**config.mk**
```make
export PLATFORM = sky130hd
export DESIGN_NAME = fft_frame_sequencer
export DESIGN_NICKNAME = d
export VERILOG_FILES = /design/src/rtl/fft_frame_sequencer_pkg.sv /design/src/rtl/fft_frame_sequencer_sample_buffer.sv /design/src/rtl/fft_frame_sequencer.sv
export SDC_FILE = /design/constraint.sdc
export NUM_CORES = 1
export LEC_CHECK = 0
export ABC_AREA = 0
export CORE_AREA = 2 2 242 244
export DETAILED_ROUTE_END_ITERATION = 12
export DIE_AREA = 0 0 244 246
export GPL_ROUTABILITY_DRIVEN = 1
export PLACE_DENSITY = 0.74
export SYNTH_ARGS = -nofsm -noshare
export SYNTH_HDL_FRONTEND = slang
export SYNTH_SLANG_ARGS = --single-unit
```
**constraint.sdc**
```tcl
create_clock -name clk_i -period 3.5 [get_ports clk_i]
set_input_delay 0.7 -clock clk_i [delete_from_list [all_inputs] [get_ports clk_i]]
set_output_delay 0.7 -clock clk_i [all_outputs]
set_load 0.01 [all_outputs]
```
**src/rtl/fft_frame_sequencer_pkg.sv**
```systemverilog
// Shared constants and types for the FFT frame sequencer.
// Holds the FFT geometry, the fixed core latency, the cpu_if register map
// and the sequencer state encoding.
package fft_frame_sequencer_pkg;

    localparam int NO_STAGES    = 4;
    localparam int N_POINT_FFT  = 2 ** NO_STAGES;
    localparam int CORE_LATENCY = 10;

    localparam logic [31:0] CTRL_OFS   = 32'h0000_0000;
    localparam logic [31:0] STATUS_OFS = 32'h0000_0004;
    localparam logic [31:0] IN_OFS     = 32'h0000_0100;
    localparam logic [31:0] OUT_OFS    = 32'h0000_0200;

    localparam int CTRL_START_BIT    = 0;
    localparam int CTRL_CLR_DONE_BIT = 1;
    localparam int STATUS_ERR_BIT    = 2;

    typedef enum logic [1:0] {
        ST_IDLE    = 2'd0,
        ST_LAUNCH  = 2'd1,
        ST_WAIT    = 2'd2,
        ST_CAPTURE = 2'd3
    } state_t;

endpackage

```
**src/rtl/fft_frame_sequencer_sample_buffer.sv**
```systemverilog
// N x SW sample register bank with a single-sample write port, a whole-frame
// bulk load port and a single-sample read mux. The full frame is also exposed
// flat, sample i at frame_o[i*SW +: SW].
// Ports:
//   clk_i, rst_n_i      clock, async active-low reset (clears all samples)
//   wr_en_i/idx/data    single-sample write
//   load_en_i/data      bulk frame load, has priority over the write port
//   rd_idx_i, rd_data_o combinational single-sample read
//   frame_o             flat view of the stored frame
module fft_frame_sequencer_sample_buffer #(
    parameter int N  = 16,
    parameter int SW = 16,
    parameter int IW = 4
) (
    input  logic            clk_i,
    input  logic            rst_n_i,
    input  logic            wr_en_i,
    input  logic [IW-1:0]   wr_idx_i,
    input  logic [SW-1:0]   wr_data_i,
    input  logic            load_en_i,
    input  logic [N*SW-1:0] load_data_i,
    input  logic [IW-1:0]   rd_idx_i,
    output logic [SW-1:0]   rd_data_o,
    output logic [N*SW-1:0] frame_o
);

    logic [N*SW-1:0] mem_q, mem_d;

    always_comb begin
        mem_d = mem_q;
        if (load_en_i) begin
            mem_d = load_data_i;
        end else if (wr_en_i) begin
            mem_d[int'(wr_idx_i)*SW +: SW] = wr_data_i;
        end
    end

    always_ff @(posedge clk_i or negedge rst_n_i) begin
        if (!rst_n_i) begin
            mem_q <= '0;
        end else begin
            mem_q <= mem_d;
        end
    end

    assign rd_data_o = mem_q[int'(rd_idx_i)*SW +: SW];
    assign frame_o   = mem_q;

endmodule

```
**src/rtl/fft_frame_sequencer.sv**
```systemverilog
// CPU-facing sequencer for the 16-point FFT core. The CPU loads a frame into
// IN[], starts a pass, the core result is captured into OUT[] after the fixed
// core latency and completion is flagged in STATUS.done / irq_o.
// Ports:
//   clk_i, reset_n_i            clock, async active-low reset
//   cpu_if_*_i / cpu_if_*_o     register port; 1-cycle ack, registered read data
//   core_x_N_o, core_in_valid_o frame and launch pulse to the core
//   core_y_N_i                  core result frame
//   irq_o, error_o              STATUS.done and STATUS.err levels
//
// state      | meaning
// -----------+-------------------------------------------------
// ST_IDLE    | no frame in flight, IN[] writable
// ST_LAUNCH  | core_in_valid_o pulse, latency counter running
// ST_WAIT    | waiting for core result, counter counts down to 0
// ST_CAPTURE | core_y_N_i valid: load OUT[], set done
module fft_frame_sequencer
    import fft_frame_sequencer_pkg::*;
#(
    parameter int ADDR_WIDTH = 32,
    parameter int DATA_WIDTH = 32
) (
    input  logic                                  clk_i,
    input  logic                                  reset_n_i,
    input  logic                                  cpu_if_read_i,
    input  logic                                  cpu_if_write_i,
    input  logic [ADDR_WIDTH-1:0]                 cpu_if_address_i,
    input  logic [DATA_WIDTH-1:0]                 cpu_if_write_data_i,
    output logic [DATA_WIDTH-1:0]                 cpu_if_read_data_o,
    output logic                                  cpu_if_access_complete_o,
    output logic [N_POINT_FFT*(DATA_WIDTH/2)-1:0] core_x_N_o,
    output logic                                  core_in_valid_o,
    input  logic [N_POINT_FFT*(DATA_WIDTH/2)-1:0] core_y_N_i,
    output logic                                  irq_o,
    output logic                                  error_o
);

    localparam int SW = DATA_WIDTH / 2;
    localparam int IW = NO_STAGES;
    localparam int CW = $clog2(CORE_LATENCY);

    state_t                  state_q, state_d;
    logic [CW-1:0]           cnt_q, cnt_d;
    logic                    done_q, done_d;
    logic                    err_q, err_d;
    logic [DATA_WIDTH-1:0]   rdata_d;

    logic                    rd_req, wr_req, collide, busy, aligned;
    logic                    sel_ctrl, sel_status, sel_in, sel_out;
    logic                    start_req, start_ok, clr_req, err_clr;
    logic                    in_wr_req, in_wr_en, err_evt, out_load;
    logic [IW-1:0]           word_idx;
    logic [SW-1:0]           in_rd_data, out_rd_data;
    logic [N_POINT_FFT*SW-1:0] out_frame_unused;
    logic                    wdata_unused;

    // A simultaneous read and write is rejected as a whole: neither side acts.
    assign rd_req  = cpu_if_read_i & ~cpu_if_write_i;
    assign wr_req  = cpu_if_write_i & ~cpu_if_read_i;
    assign collide = cpu_if_read_i & cpu_if_write_i;
    assign busy    = (state_q != ST_IDLE);

    assign aligned    = (cpu_if_address_i[1:0] == 2'b00);
    assign word_idx   = cpu_if_address_i[IW+1:2];
    assign sel_ctrl   = (cpu_if_address_i == ADDR_WIDTH'(CTRL_OFS));
    assign sel_status = (cpu_if_address_i == ADDR_WIDTH'(STATUS_OFS));
    assign sel_in     = aligned &&
        ({cpu_if_address_i[ADDR_WIDTH-1:IW+2], {(IW+2){1'b0}}} == ADDR_WIDTH'(IN_OFS));
    assign sel_out    = aligned &&
        ({cpu_if_address_i[ADDR_WIDTH-1:IW+2], {(IW+2){1'b0}}} == ADDR_WIDTH'(OUT_OFS));

    assign start_req = wr_req & sel_ctrl & cpu_if_write_data_i[CTRL_START_BIT];
    assign clr_req   = wr_req & sel_ctrl & cpu_if_write_data_i[CTRL_CLR_DONE_BIT];
    assign err_clr   = wr_req & sel_status & cpu_if_write_data_i[STATUS_ERR_BIT];
    assign in_wr_req = wr_req & sel_in;

    // core_x_N_o comes straight from IN[], so IN[] is frozen while busy.
    assign start_ok = start_req & ~busy;
    assign in_wr_en = in_wr_req & ~busy;
    assign err_evt  = collide | (start_req & busy) | (in_wr_req & busy);

    assign wdata_unused = ^cpu_if_write_data_i[DATA_WIDTH-1:SW];

    always_comb begin
        state_d         = state_q;
        cnt_d           = cnt_q;
        core_in_valid_o = 1'b0;
        out_load        = 1'b0;
        case (state_q)
            ST_IDLE: begin
                if (start_ok) begin
                    state_d = ST_LAUNCH;
                    // Counting starts in LAUNCH so CAPTURE lands exactly
                    // CORE_LATENCY cycles after the launch pulse.
                    cnt_d   = CW'(CORE_LATENCY - 1);
                end
            end
            ST_LAUNCH: begin
                core_in_valid_o = 1'b1;
                cnt_d           = cnt_q - CW'(1);
                state_d         = ST_WAIT;
            end
            ST_WAIT: begin
                if (cnt_q == '0) begin
                    state_d = ST_CAPTURE;
                end else begin
                    cnt_d = cnt_q - CW'(1);
                end
            end
            ST_CAPTURE: begin
                out_load = 1'b1;
                state_d  = ST_IDLE;
            end
            default: state_d = ST_IDLE;
        endcase
    end

    always_comb begin
        done_d = done_q;
        if (clr_req)  done_d = 1'b0;
        if (out_load) done_d = 1'b1;
        if (start_ok) done_d = 1'b0;

        err_d = err_q;
        if (err_clr) err_d = 1'b0;
        if (err_evt) err_d = 1'b1;

        rdata_d = cpu_if_read_data_o;
        if (rd_req) begin
            rdata_d = '0;
            if (sel_status) begin
                rdata_d = {{(DATA_WIDTH-3){1'b0}}, err_q, done_q, busy};
            end else if (sel_in) begin
                rdata_d = {{(DATA_WIDTH-SW){1'b0}}, in_rd_data};
            end else if (sel_out) begin
                rdata_d = {{(DATA_WIDTH-SW){1'b0}}, out_rd_data};
            end
        end
    end

    always_ff @(posedge clk_i or negedge reset_n_i) begin
        if (!reset_n_i) begin
            state_q                  <= ST_IDLE;
            cnt_q                    <= '0;
            done_q                   <= 1'b0;
            err_q                    <= 1'b0;
            cpu_if_read_data_o       <= '0;
            cpu_if_access_complete_o <= 1'b0;
        end else begin
            state_q                  <= state_d;
            cnt_q                    <= cnt_d;
            done_q                   <= done_d;
            err_q                    <= err_d;
            cpu_if_read_data_o       <= rdata_d;
            cpu_if_access_complete_o <= cpu_if_read_i | cpu_if_write_i;
        end
    end

    assign irq_o   = done_q;
    assign error_o = err_q;

    fft_frame_sequencer_sample_buffer #(
        .N  (N_POINT_FFT),
        .SW (SW),
        .IW (IW)
    ) u_in_buf (
        .clk_i       (clk_i),
        .rst_n_i     (reset_n_i),
        .wr_en_i     (in_wr_en),
        .wr_idx_i    (word_idx),
        .wr_data_i   (cpu_if_write_data_i[SW-1:0]),
        .load_en_i   (1'b0),
        .load_data_i ('0),
        .rd_idx_i    (word_idx),
        .rd_data_o   (in_rd_data),
        .frame_o     (core_x_N_o)
    );

    fft_frame_sequencer_sample_buffer #(
        .N  (N_POINT_FFT),
        .SW (SW),
        .IW (IW)
    ) u_out_buf (
        .clk_i       (clk_i),
        .rst_n_i     (reset_n_i),
        .wr_en_i     (1'b0),
        .wr_idx_i    ('0),
        .wr_data_i   ('0),
        .load_en_i   (out_load),
        .load_data_i (core_y_N_i),
        .rd_idx_i    (word_idx),
        .rd_data_o   (out_rd_data),
        .frame_o     (out_frame_unused)
    );

endmodule

```
==> results of run 1 <==
power by group through the flow:
stage / combinational, mW / sequential [mW] / clock [mW]
after global routing: 1.13 / 6.21 / 6.58
after floorplan: 0.373 / 6.33 / 0
after CTS: 1.07 / 6.21 / 6.30
after global placement: 1.05 / 6.33 / 0
final: 1.06 / 6.21 / 6.20
after detailed placement: 1.06 / 6.33 / 0
per-layer routing:
layer | vias up | share of wire (%) | global-route usage [%]
met2 | 876 | 48 | 50.1
met3 | 183 | 9.2 | 8.62
met4 | 0 | 4.0 | 11.6
met5 | - | 0 | 0
met1 | 9672 | 39 | 38.2
li1 | 7890 | - | -
placed cells by master, fill, tap and decap left out, drive strengths merged, types with 13 or more instances in the layout:
| master | netlist | routed |
|---|---|---|
| clkdlybuf4s50 | 0 | 578 |
| mux4 | 141 | 141 |
| nor2b | 29 | 29 |
| dfrtp | 537 | 537 |
| nor2 | 14 | 14 |
| mux2i | 38 | 38 |
| o21ai | 99 | 99 |
| inv | 47 | 50 |
| nand3 | 20 | 20 |
| nand2 | 154 | 154 |
| a211o | 13 | 13 |
| a211oi | 27 | 27 |
| and2 | 36 | 36 |
| mux2 | 405 | 405 |
| nand4 | 20 | 20 |
| buf | 76 | 85 |
| and3 | 37 | 37 |
| conb | 1 | 16 |
| clkbuf | 88 | 80 |
| clkinv | 0 | 13 |
worst max path at each step:
| stage | cells past startpoint | slack, ns | end | from |
|---|---|---|---|---|
| after floorplan | 13 | 0.002 | u_in_buf.frame_o[214]$_DFFE_PN0P_ | cpu_if_address_i[5] |
| after global placement | 9 | 0.09 | u_in_buf.frame_o[251]$_DFFE_PN0P_ | cpu_if_address_i[18] |
| after detailed placement | 9 | 0.04 | u_in_buf.frame_o[251]$_DFFE_PN0P_ | cpu_if_address_i[18] |
| after CTS | 9 | 0.68 | u_in_buf.frame_o[251]$_DFFE_PN0P_ | cpu_if_address_i[18] |
| after global routing | 9 | 0.61 | u_in_buf.frame_o[251]$_DFFE_PN0P_ | cpu_if_address_i[18] |
| final | 9 | 0.66 | u_in_buf.frame_o[251]$_DFFE_PN0P_ | cpu_if_address_i[18] |
critical path: cells and delay by family:
family,cells,cell delay (ns)
and+or+nand+nor,4,1.20
buffers and inverters,4,1.09
muxes,1,0.33
final cells by class:
class	instances	area (sq um)	area share, %
diodes	4	10.0	0.0289
repair buffers	663	6790	19.6
clock inverters	26	267	0.770
clock buffers	80	1660	4.78
flip-flops and latches	537	13400	38.8
multi-input cells	1120	11300	32.7
well taps	765	957	2.76
inverters	47	176	0.509
flip-flops by register name, summed over array words and instances (netlist names):
name                      count
u_out_buf.frame_o           256
u_in_buf.frame_o            256
error_o                       1
irq_o                         1
cpu_if_read_data_o           16
state_q                       2
cnt_q                         4
cpu_if_access_complete_o      1
logic make-up (layout without fill, tap and decap cells):
group / Yosys count / after routing / share of synthesized area (%)
multiplexers: 584 / 584 / 32.2
flip-flops: 537 / 537 / 52.3
AND/OR/NAND/NOR: 345 / 345 / 7.16
buffers and inverters: 211 / 816 / 3.85
AO/OA/AOI/OAI: 163 / 163 / 3.82
adder cells (fa/ha/maj): 10 / 10 / 0.487
XOR/XNOR: 2 / 2 / 0.141
other: 1 / 20 / 0.0146
==> impl_results.md, run 1 <==
* Crit start category: input port
* WHS at 0.113 ns
* Clock transition at the registers of the reported paths at ~0.060 ns
* Peak supply drop at 0.383 mV
* Max Slew Vio Count at 0
* # rows at 88
* Die area at 60000 sq um
* Power share of the clock group at 46.0%
* Post-Place Worst Slack at 0.0400 ns
* Post-Route WL at 91500 um
* R2R Setup Slk at 0.92 ns
* Sw frac at 23.3%
* Power, Total at 13.5 mW
* GPL Wtd Cong at 0.899
* Avg Inst Size Synth at around 14 sq um
* Vias at 18600
* Synth cell types at 58
* CTS sink cnt at 537
* Final std cells w/o fill at between 3000 and 4000
* Detailed Routing Iterations Pass 1 at 5
* Slew headroom at 31.1%
* Initial Util at 44.8%
* Postcts setup bufs at 0
* Most common cell in the netlist: dfrtp_1
* CP Max Fanout at 13
* Synth top area cells: dfrtp_1 (52%), mux2_2 (15%), mux4_2 (12%), mux2_4 (2.3%), nand2_1 (2.2%)
* Top_reg_cell synth: dfrtp_1
* Status: complete, no violations
* Crit-path cells: clkdlybuf4s50_1 -> nor4_1 -> nand3_1 -> buf_4 -> nor4_2 -> buf_4 -> nand2_2 -> buf_12 -> mux2_1
* Chip width at 244 um
* Worst EP required at 3.98 ns
* First-pass GRT wire length at 134000 um
* Routed Antenna Nets at 0
* Worst R2R Start: state_q[0]$_DFFE_PN0P_
* Synth Cell Area at roughly 26000 sq um
* Post-synth top area cell: dfrtp_1
* Reg power frac at 46.1%
* Most used cell, CP: buf_4
* Port Buffers at a little under 600
* Core Area at 57400 sq um
* Setup ws final at 0.659 ns
* Syn. warnings at 0
* Net Switching at 3.14 mW
* Cts hold-fix bufs at 0
* Fillers at 4433
* Global Route Usage Sum at between 30% and 40%
* Pint at 10.3 mW
* Final #Nets at ~2800
* Largest net degree at the start of global routing at roughly 110
* Critical Path Sink Type: flop
* Via density at about 5.7
* Final core occ at 60.4%
* CTS H-Tree Depth at 2
* Worst Skew at approximately 0.028 ns
* Area grow syn2layout at 34.9%
* Total gr overflow at 0
* Hold Crit Class: input port to async pin
* DRC Markers at 0
* Slowest stage cell, crit path: nor4_1
* Crit path DAT at 3.32 ns
* RSZ-0062 raised after global routing: false
* Depth of the most critical reg-to-reg path at 9
* Yosys top cell area share at between 50% and 60%
* Register bit count reported by yosys at 537
* Vias in the first global route at ~20000
* Cell count after synthesis at 1853
* Initial drt markers at 1290
* Placed instance area at around 33000 sq um
* PD cells at 389 nW/um^2
* Fmax at 352 MHz
* Wire length per cell at 28.2 um
* Post-synth EDFFs at 0
* Part of the Yosys area used for sequential elements at approximately 52%
* Design area at 34600 sq um
* Final setup viols at 0
* Comb pwr share at 7.9%
* Fraction of layout cells with a size suffix above 1 at 29.6%
* Worst skew pair latency at slightly above 0.6 ns
* Placed cells at 3132
* Hpwl dp at ~67000 um
* Post-route minimum period at 2.84 ns
* Synth cell count leaders: dfrtp_1 (537), mux2_2 (352), nand2_1 (151), mux4_2 (141), o21ai_0 (91)
* Ys async rst share at 100%
* Final worst-path cycle share at 81.2%
* Max cap viols at 0
* Worst Tran Pin Value at 1.03 ns
* CTS root buffer: clkbuf_16
* Ports at a little over 600
* Post_cts resized at 0
* Setup TNS at 0 ns
* Final hold violation count at 0
* Critical Setup Path Class: input port to flop
* Clock Tree Buf Depth at 3
* Leak Pwr at 15.9 nW
* Initial antenna violation count at 6
* Die Span Y at between 200 and 250 um
* CTS Buf Count at 57
* Largest stage delay on the critical path at 0.50 ns
* Reg2Reg Capture Point: u_in_buf.frame_o[251]$_DFFE_PN0P_
* CTS tree: done
Note: power is estimated with default switching activity, not from simulation.
==> inputs of run 2 (changes only) <==
CORE_AREA = 2 2 237 239   (was 2 2 242 244)
DIE_AREA = 0 0 239 241   (was 0 0 244 246)
PLACE_DENSITY = 0.77   (was 0.74)
clock period = 2.71 ns   (was 3.5 ns; I/O delays follow)
==> impl_results.md, run 2 (synthesis gave the netlist of run 1 again) <==
* Leak Pwr at 16.2 nW
* Slowest stage cell, crit path: clkdlybuf4s50_1
* Max Slew Vio Count at 0
* Postcts setup bufs at 0
* Wire length per cell at 27.9 um
* Area grow syn2layout at 36.2%
* Peak supply drop at 0.461 mV
* Initial Util at between 40% and 50%
* CTS tree: done
* Family with the most delay on the worst path: buffers and inverters
* Post-Route WL at 89900 um
* RSZ-0062 raised after global routing: false
* WP buf/inv at 2
* Placed instance area at 33100 sq um
* Setup ws final at 0.178 ns
* Global Route Usage Sum at between 30% and 40%
* Power, Total at about 17 mW
* Worst EP required at approximately 2.2 ns
* GPL Wtd Cong at 0.909
* Via density at 5.82
* Worst Tran Pin Value at about 0.72 ns
* Vias in the first global route at around 20000
* Final worst-path cycle share at 93.4%
* Worst Skew at 0.0427 ns
* Port Buffers at 583
* Most frequent cells in the layout: clkdlybuf4s50_1 (578), dfrtp_1 (537), mux2_2 (352)
* Final std cells w/o fill at around 3200
* Worst skew pair latency at 0.63 ns
* DRC Markers at 0
* Detailed Routing Iterations Pass 1 at 5
* Hpwl dp at 67300 um
* WHS at approximately 0.47 ns
* Vias at 18700
* Final core occ at approximately 64%
* Max cap viols at 0
* Critical Path Start: state_q[1]$_DFFE_PN0P_
* Post-Place Worst Slack at -0.236 ns
* WP depth at 3
* Setup TNS at 0 ns
* Ports at 616
* PD cells at 486 nW/um^2
* Placed cells at 3116
* Slew headroom at between 50% and 60%
* Core Area at 54900 sq um
* Fmax at 395 MHz
* Die area at 57600 sq um
* Clock Tree Buf Depth at 3
* CTS sink cnt at 537
* First-pass GRT wire length at 131000 um
* CTS Buf Count at 56
* Design area at 35000 sq um
* # rows at 86
* Post-route minimum period at 2.53 ns
* Chip width at 239 um
* Depth of the most critical reg-to-reg path at 9
* Worst R2R Start: state_q[0]$_DFFE_PN0P_
* Crit start category: flop
* Status: complete, no violations
* CTS root buffer: clkbuf_16
* Hold Crit Class: input port to async pin
* Largest stage delay on the critical path at 0.62 ns
* Crit path DAT at 1.99 ns
* Final setup viols at 0
* CTS H-Tree Depth at 2
* Final #Nets at ~2800
* Critical Setup Path Class: flop to output pin
* Clock transition at the registers of the reported paths at 0.06 ns
* Final hold violation count at 0
* Most common cell after layout, fill and taps aside: clkdlybuf4s50_1
* Initial drt markers at 1219
* Routed Antenna Nets at 0
* Total gr overflow at 0
* Crit-path cells: inv_1 -> ha_1 -> clkdlybuf4s50_1
* CP Max Fanout at 4
* Initial antenna violation count at 11
* Die Span Y at 241 um
* Fraction of layout cells with a size suffix above 1 at 31.2%
* Critical Path Sink Type: output pin
* Largest net degree at the start of global routing at 77
[run 2: final cells by class]
type / count / area [sq um]
fillers: 4004 / 19900
flip-flops and latches: 537 / 13400
multi-input cells: 1120 / 11400
repair buffers: 709 / 7250
clock buffers: 82 / 1650
well taps: 704 / 881
inverters: 47 / 176
clock inverters: 14 / 144
diodes: 6 / 15.0
[run 2: where the power goes]
group          internal [mW]  switching [mW]
clock network           4.30            3.27
registers               8.02         0.00330
logic                  0.692           0.717
total                   13.0            3.99
[run 2: per-layer routing]
metal	global-route usage, %	wire (um)	up-vias
li1	-	-	7976
met1	37.5	33800	9704
met2	51.6	43400	863
met3	9.55	8630	191
met4	13.5	4020	8
met5	0	46	-
[run 2: final timing paths]
check                                                     end  slack (ns)
setup / recovery                              core_in_valid_o        0.18
hold / removal             u_out_buf.frame_o[149]$_DFFE_PN0P_        0.47
setup reg to reg            u_in_buf.frame_o[220]$_DFFE_PN0P_        0.31
hold reg to reg            cpu_if_read_data_o[12]$_DFFE_PN0P_        0.49
max in group asynchronous    u_in_buf.frame_o[89]$_DFFE_PN0P_        1.31
min in group clk_i         cpu_if_read_data_o[12]$_DFFE_PN0P_        0.49
[run 2: repair_timing]
item                                   4_1_cts  5_1_grt
endpoints found under the hold margin       54        0
hold buffers                                 1        0
resized for setup                            0        0
==> inputs of run 3 (changes only) <==
CORE_AREA = 3 3 238 240   (was 2 2 237 239)
DIE_AREA = 0 0 241 243   (was 0 0 239 241)
==> impl_results.md, run 3 (synthesis gave the netlist of run 1 again) <==
* Status: complete, no violations
* Via density at just under 6
* Initial Util at 46.8%
* Clock Tree Buf Depth at 3
* Worst skew pair latency at 0.63 ns
* Max cap viols at 0
* Global Route Usage Sum at 30.9%
* Initial drt markers at between 1000 and 1500
* CTS tree: done
* Routed Antenna Nets at 0
* Final core occ at 64.1%
* Final setup viols at 0
* CTS sink cnt at 537
* Leak Pwr at ~16 nW
* Hold Crit Class: input port to async pin
* Slew headroom at 55.6%
* Max Slew Vio Count at 0
* Placed instance area at 33200 sq um
* Detailed Routing Iterations Pass 1 at 5
* Worst Tran Pin Value at 0.664 ns
* Family with the most delay on the worst path: buffers and inverters
* Design area at 35200 sq um
* Vias at approximately 19000
* CTS H-Tree Depth at 2
* Fraction of layout cells with a size suffix above 1 at 31.6%
* Post-Route WL at 91100 um
* Fmax at 400 MHz
* CTS root buffer: clkbuf_16
* Chip width at around 240 um
* Largest net degree at the start of global routing at 79
* CTS Buf Count at 58
* # rows at 86
* Vias in the first global route at 20100
* Postcts setup bufs at 0
* RSZ-0062 raised after global routing: false
* Hpwl dp at 67600 um
* Core Area at 54900 sq um
* Post-route minimum period at 2.50 ns
* Critical Path Sink Type: output pin
* DRC Markers at 0
* Crit-path cells: inv_1 -> ha_1 -> clkdlybuf4s50_1
* Peak supply drop at 0.532 mV
* Die area at 58600 sq um
* Most common cell after layout, fill and taps aside: clkdlybuf4s50_1
* PD cells at 500 nW/um^2
* CP Max Fanout at 4
* Wire length per cell at 28.2 um
* Fillers at 4063
* Critical Setup Path Class: flop to output pin
* First-pass GRT wire length at 134000 um
* Ports at 616
* Die Span Y at about 240 um
* Crit path DAT at 1.96 ns
* Post_cts resized at 0
* Worst Skew at 0.0346 ns
* Initial antenna violation count at 10
* Final #Nets at 2811
* Port Buffers at 583
* WP buf/inv at 2
* Largest stage delay on the critical path at 0.60 ns
* GPL Wtd Cong at 0.916
* Crit start category: flop
* Total gr overflow at 0
* Clock transition at the registers of the reported paths at 0.06 ns
* Final hold violation count at 0
* Slowest stage cell, crit path: clkdlybuf4s50_1
* Worst EP required at 2.17 ns
* Area grow syn2layout at 37.0%
* Final worst-path cycle share at 92.2%
* Most frequent cells in the layout: clkdlybuf4s50_1 (578), dfrtp_1 (537), mux2_2 (352)
[run 3: layer usage]
layer / vias up / routed length, um / GRT usage, %
li1: 7986 / - / -
met1: 9621 / 33900 / 37.5
met2: 907 / 43500 / 49.9
met3: 201 / 9430 / 10.8
met4: 2 / 4250 / 13.3
met5: - / 17 / 0
[run 3: worst paths after layout]
kind / startpoint / end / slack [ns] / depth (start not counted)
setup / recovery: state_q[1]$_DFFE_PN0P_ / core_in_valid_o / 0.21 / 3
hold / removal: reset_n_i / u_out_buf.frame_o[160]$_DFFE_PN0P_ / 0.47 / 2
setup reg to reg: state_q[0]$_DFFE_PN0P_ / u_in_buf.frame_o[230]$_DFFE_PN0P_ / 0.27 / 9
hold reg to reg: cpu_if_read_data_o[12]$_DFFE_PN0P_ / cpu_if_read_data_o[12]$_DFFE_PN0P_ / 0.49 / 1
max in group asynchronous: reset_n_i / u_in_buf.frame_o[155]$_DFFE_PN0P_ / 1.40 / 4
min in group clk_i: cpu_if_read_data_o[12]$_DFFE_PN0P_ / cpu_if_read_data_o[12]$_DFFE_PN0P_ / 0.49 / 1
[run 3: what timing repair did]
item	CTS	global route
endpoints found under the hold margin	36	0
endpoints found under the setup margin	0	0
hold buffers	1	0
[run 3: report_power, final]
group | switching [mW] | internal, mW
clock network | 3.32 | 4.83
logic | 0.710 | 0.701
registers | 0.00333 | 8.02
[run 3: worst register-to-register path, stage by stage (launching register included)]
cell      delay (ns)
dfrtp_1         0.44
inv_1           0.11
ha_1            0.26
nor4bb_1        0.38
o21ai_1         0.13
nor4_2          0.27
buf_4           0.18
nand2_2         0.08
buf_12          0.17
mux2_4          0.31
[run 3: metrics by stage]
| step | std cells | power [mW] | hold WS, ns | setup slack [ns] | TNS, ns |
|---|---|---|---|---|---|
| global placement | 3120 | 9.56 | 0.471 | -0.201 | -18.80 |
| CTS | 3226 | 17.7 | 0.467 | 0.124 | 0 |
| detailed placement | 3120 | 9.58 | 0.475 | -0.199 | -18.02 |
| finish | 3234 | 17.6 | 0.466 | 0.210 | 0 |
| global route | 3232 | 18.2 | 0.474 | 0.0805 | 0 |
| floorplan | 1868 | 8.67 | 0.246 | -0.487 | -31.38 |
[run 3: cell type report]
cell class                 count  area [sq um]  area share [%]
inverter                      47           176           0.502
clock buffer                  85          1710            4.87
multi-input combinational   1120         11400            32.4
antenna                        8          20.0          0.0569
sequential                   537         13400            38.2
clock inverter                20           246           0.701
tap                          704           881            2.50
timing repair buffer         713          7310            20.8
